**src/rtl/dftprobe_mux_sequencer.sv**
```systemverilog
// dftprobe_mux_sequencer: drives the one-hot enable lines (ten) of N_PROBE
// analog probe switches that share a single test access line. Every new
// connection goes through a break-before-make gap with all enables low. A
// settle interval follows, and then the downstream sampler is told it may
// capture. The capture handshake ends on cap_done.
//
// Optional build macro DFTPROBE_AUTOSCAN_EN adds a scan_start input. When it
// is set, the block steps through every probe from index 0 to N_PROBE-1 and
// waits for one cap_done on each probe.
module dftprobe_mux_sequencer #(
    parameter int N_PROBE    = 8,
    parameter int SEL_W      = 3,
    parameter int BBM_CYC    = 4,
    parameter int SETTLE_CYC = 16,
    parameter int CNT_W      = 8
) (
    input  logic               clk,
    input  logic               rst_n,
    input  logic               req,
    input  logic [SEL_W-1:0]   req_sel,
    output logic               req_ack,
    input  logic               rel,
    input  logic               cap_done,
`ifdef DFTPROBE_AUTOSCAN_EN
    input  logic               scan_start,
`endif
    output logic [N_PROBE-1:0] ten,
    output logic               probe_ready,
    output logic               busy,
    output logic               err_sel,
    output logic [SEL_W-1:0]   cur_sel
);

    typedef enum logic [1:0] {
        ST_IDLE,
        ST_BREAK,
        ST_SETTLE,
        ST_READY
    } state_t;

    localparam logic [CNT_W-1:0] BBM_LAST    = CNT_W'(BBM_CYC - 1);
    localparam logic [CNT_W-1:0] SETTLE_LAST = CNT_W'(SETTLE_CYC - 1);
    // One extra bit, so that N_PROBE == 2**SEL_W still compares correctly.
    localparam logic [SEL_W:0]   SEL_LIMIT   = (SEL_W + 1)'(N_PROBE);
`ifdef DFTPROBE_AUTOSCAN_EN
    localparam logic [SEL_W-1:0] LAST_SEL    = SEL_W'(N_PROBE - 1);
`endif

    state_t             state;
    logic [CNT_W-1:0]   timer;
    logic [CNT_W-1:0]   timer_inc;
    logic               sel_valid;
    logic [N_PROBE-1:0] sel_onehot;
`ifdef DFTPROBE_AUTOSCAN_EN
    logic               scan_active;
`endif

    // The timer saturates and does not wrap. The decoded enable depends only
    // on the latched index, so ten can only have one bit set.
    assign timer_inc  = (timer == '1) ? timer : timer + 1'b1;
    assign sel_valid  = ({1'b0, req_sel} < SEL_LIMIT);
    assign sel_onehot = {{(N_PROBE-1){1'b0}}, 1'b1} << cur_sel;

    // Sequencer FSM. All outputs are registered. rel overrides every other input.
    // NOTE: state registers use non-blocking (<=) so every flop samples pre-edge values.
    always_ff @(posedge clk or negedge rst_n) begin
        if (!rst_n) begin
            state       <= ST_IDLE;
            timer       <= '0;
            ten         <= '0;
            probe_ready <= 1'b0;
            busy        <= 1'b0;
            req_ack     <= 1'b0;
            err_sel     <= 1'b0;
            cur_sel     <= '0;
`ifdef DFTPROBE_AUTOSCAN_EN
            scan_active <= 1'b0;
`endif
        end else begin
            req_ack <= 1'b0;
            err_sel <= 1'b0;
            if (rel) begin
                state       <= ST_IDLE;
                ten         <= '0;
                probe_ready <= 1'b0;
                busy        <= 1'b0;
                timer       <= '0;
`ifdef DFTPROBE_AUTOSCAN_EN
                scan_active <= 1'b0;
`endif
            end else begin
                case (state)
                    ST_IDLE: begin
                        // req_ack high means a request was accepted on the last
                        // edge. The break starts now, and the old probe stays
                        // connected for the acknowledge cycle.
                        if (req_ack) begin
                            state <= ST_BREAK;
                            ten   <= '0;
                            timer <= '0;
                            busy  <= 1'b1;
                        end
`ifdef DFTPROBE_AUTOSCAN_EN
                        else if (scan_start) begin
                            cur_sel     <= '0;
                            scan_active <= 1'b1;
                            state       <= ST_BREAK;
                            ten         <= '0;
                            timer       <= '0;
                            busy        <= 1'b1;
                        end
`endif
                        else if (req) begin
                            if (sel_valid) begin
                                cur_sel <= req_sel;
                                req_ack <= 1'b1;
                            end else begin
                                err_sel <= 1'b1;
                            end
                        end
                    end
                    ST_BREAK: begin
                        if (timer == BBM_LAST) begin
                            state <= ST_SETTLE;
                            ten   <= sel_onehot;
                            timer <= '0;
                        end else begin
                            timer <= timer_inc;
                        end
                    end
                    ST_SETTLE: begin
                        if (timer == SETTLE_LAST) begin
                            state       <= ST_READY;
                            probe_ready <= 1'b1;
                            timer       <= '0;
                        end else begin
                            timer <= timer_inc;
                        end
                    end
                    ST_READY: begin
                        if (cap_done) begin
                            probe_ready <= 1'b0;
                            timer       <= '0;
`ifdef DFTPROBE_AUTOSCAN_EN
                            if (scan_active) begin
                                if (cur_sel == LAST_SEL) begin
                                    state       <= ST_IDLE;
                                    ten         <= '0;
                                    busy        <= 1'b0;
                                    scan_active <= 1'b0;
                                end else begin
                                    cur_sel <= cur_sel + 1'b1;
                                    state   <= ST_BREAK;
                                    ten     <= '0;
                                end
                            end else
`endif
                            begin
                                // The probe stays connected after a single capture.
                                state <= ST_IDLE;
                                busy  <= 1'b0;
                            end
                        end
                    end
                    default: state <= ST_IDLE;
                endcase
            end
        end
    end

endmodule

```
**config.mk**
```make
export PLATFORM = sky130hd
export DESIGN_NAME = dftprobe_mux_sequencer
export DESIGN_NICKNAME = d
export VERILOG_FILES = /design/src/rtl/dftprobe_mux_sequencer.sv
export SDC_FILE = /design/constraint.sdc
export NUM_CORES = 1
export LEC_CHECK = 0
export BUFFER_PORTS_ARGS = -buffer_cell sky130_fd_sc_hd__buf_2
export CELL_PAD_IN_SITES_DETAIL_PLACEMENT = 1
export CELL_PAD_IN_SITES_GLOBAL_PLACEMENT = 2
export CORE_ASPECT_RATIO = 0.6
export CORE_MARGIN = 2
export CORE_UTILIZATION = 37
export CTS_CLUSTER_SIZE = 25
export DETAILED_ROUTE_END_ITERATION = 16
export PLACE_DENSITY = 0.87
export RECOVER_POWER = 100
export SETUP_SLACK_MARGIN = 0.3
export SYNTH_ARGS = -nofsm -noshare
export SYNTH_HDL_FRONTEND = slang
export SYNTH_SLANG_ARGS = --single-unit
```
**constraint.sdc**
```tcl
create_clock -name clk -period 4.5 [get_ports clk]
set_input_delay 0.225 -clock clk [delete_from_list [all_inputs] [get_ports clk]]
set_output_delay 0.225 -clock clk [all_outputs]
set_load 0.05 [all_outputs]
```
==> impl_results.md <==
* Num rows at 16
* Clock Latency Late Sink at 0.27 ns
* Pwr Density at 593 nW/um^2
* Fin. Hold Viols at 0
* Mapped Nets at 142
* Start point of the worst hold path: cap_done
* Synth cell types at 35
* Post-cts resize count at 0
* Non-Filler Instances at 196
* First drt pass iteration count at 4
* Chip height at 49.9 um
* Number of port buffers at 21
* Multi-input gate area at 627 sq um
* Critical path's largest stage delay at 0.59 ns
* Chip Width at 80.5 um
* Core Box Area at 3300 sq um
* WP data required at 4.65 ns
* FFs w/ async S/R, synth at 1.00
* Routability cong. at 0.814
* Met3 Use GR at 0.0385
* Tot Pwr at 0.874 mW
* Yosys top cell by area: dfrtp_1
* # Post-CTS Setup Buffers at 0
* CP Cell Sequence: or4_1 -> o41ai_1 -> o211a_1 -> mux2i_1 -> nor2_1
* Yosys warning total at 0
* Crit path buffers/inverters at 0
* Initial antenna violation count at 0
* Full die area at 4020 sq um
* DRC errors left at 0
* Sequential share of the synthesized area at 0.462
* Vias in the first global route at 1098
* Most used routing layer in global routing: met2
* Largest cells by area after synthesis: dfrtp_1 (46%), mux2i_1 (6.9%), nor2_1 (5.5%)
* M1 GR Usage at 0.251
* Initial DRC Count at 72
* Root buffer cell: clkbuf_8
* Global-route wire length before repair at 5450 um
* Worst hold slack at 0.176 ns
* Clock sink total at 24
* Fmax at 392 MHz
* Grt met2 use at 0.286
* Hold crit path type: primary input to register
* Crit-path max FO at 8
* GR Overflow Total at 0
* Seq. cell area at 601 sq um
* Setup TNS at 0 ns
* Largest net degree at the start of global routing at 25
* Hold_buf cts at 1
* H-tree depth at 1
* DRT antenna net count at 0
* CP top delay family: compound AO/OA/AOI/OAI gates
* Fillers at 399
* Synth top cells by count: dfrtp_1 (24), nor2_1 (19), mux2i_1 (9)
* Nets@finish at 165
* CP max stage cell: o41ai_1
* Slew @ Worst Pin at 1.33 ns
* Initial core utilization at 0.393
* Worst setup path startpoint: timer[4]
* Ant diodes at 0
* Setup Skew at 0.00469 ns
* Reg2reg start: timer[4]
* Vias at 1042
* LEAKAGE at 0.634 nW
* Number of flops mapped to enable cells by yosys at 0
* Worst-path clk slew at 0.09 ns
* CP startpoint kind: register
* Worst ir drop on vdd at 193 uV
* CTS Buf Count at 3
* Placed cells at 191
* Max-cap viol count at 0
* Top-area cell type share of the netlist area at 0.462
* Syn Inst Count at 129
* CTS tree: yes
* Period minus WS final at 2.55 ns
* Max Root-Sink Buffers at 2
* Setup crit end kind: register
* Status: finished, final reports clean
* Placed wire-length estimate at 2480 um
* Final period utilization at 0.566
* Synth Flop Type: dfrtp_1
* Final Max Slew Viols at 0
* Area grow syn2layout at 13.5%
* Normalized max-slew margin at 0.112
* Arrival time at the worst endpoint at 2.70 ns
* RSZ-0062 raised after global routing: no
* Cell Area, Synth at 1300 sq um
* FF+latch count, synth at 24
* Most common cell in the synthesized netlist: dfrtp_1
* Ratio of cells with drive above 1 in the final layout at 0.0927
* Routed wire length at 3340 um
* I/O Pins at 23
* # setup viols final at 0
* Vias per cell at 5.32
* Post-DR wirelength/cell at 17.1 um
* Total Routing Usage GR at 0.179
* Setup CP Type: register to register
* Mean Syn Cell Area at 10.1 sq um
flip-flops by register name, summed over array words and instances (netlist names):
register     count
probe_ready      1
req_ack          1
ten              8
cur_sel          3
busy             1
timer            8
state            2
path summary, 6_finish.rpt:
kind,to,slack [ns],cells past startpoint
worst max-delay path,ten[1],1.95,5
worst min-delay path,probe_ready,0.18,2
worst max register to register,ten[1],1.95,5
worst min register to register,ten[6],0.53,2
max in group asynchronous,req_ack,2.94,2
min in group asynchronous,timer[6],0.77,2
layout make-up:
cell class	instances	area share
clock buffers	3	0.0280
clock inverters	1	0.0204
inverters	6	0.0153
multi-input cells	95	0.425
flip-flops and latches	24	0.407
well taps	45	0.0382
repair buffers	22	0.0654
metrics by stage:
stage / utilization / cell area (sq um) / setup WS [ns]
3_3_place_gp: 0.434 / 1430 / 2.39
3_5_place_dp: 0.434 / 1430 / 2.27
5_1_grt: 0.446 / 1470 / 1.77
6_report: 0.446 / 1470 / 1.95
4_1_cts: 0.459 / 1520 / 2.27
2_1_floorplan: - / 1300 / 2.60
layer usage:
metal,vias up,routed length [um]
li1,503,-
met1,516,1670
met2,23,1550
met3,0,120
met4,0,0
met5,-,0
power by group:
group,internal [mW],leakage [nW],switching [mW],total (mW)
logic,0.119,0.273,0.277,0.396
registers,0.249,0.326,0.0376,0.287
clock network,0.119,0.0357,0.0729,0.192
total,0.487,0.634,0.387,0.874
cell usage in the layout, fill, tap and decap left out:
cell and instances:
and3_1 2, nand4_1 3, a311oi_1 1, o211a_1 1, nand3_1 2, mux2_2 3
mux2i_1 9, bufinv_16 1, nor3_1 5, a21oi_1 5, and4_1 1, conb_1 1
nor3b_1 3, dfrtp_1 24, clkbuf_1 15, o21ai_0 5, buf_2 6, and2_0 1
a32o_1 2, a211o_2 1, a31oi_1 1, a21o_1 2, o41ai_1 2, dlygate4sd3_1 1
nand2b_1 5, clkbuf_8 3, nor2b_1 1, or4_1 2, and2_1 1, inv_1 6
or3_1 2, nand2_1 6, ha_1 5, a211oi_1 4, nor2_1 19
kinds of logic after synthesis:
kind of cell               share of synthesized area
DFF                                            0.462
AOI/OAI and AO/OA                              0.144
buffers and inverters                         0.0376
and+or+nand+nor                                0.210
adders and majority gates                     0.0482
muxes                                         0.0954
other                                        0.00289
(Power assumes the default switching activity.)
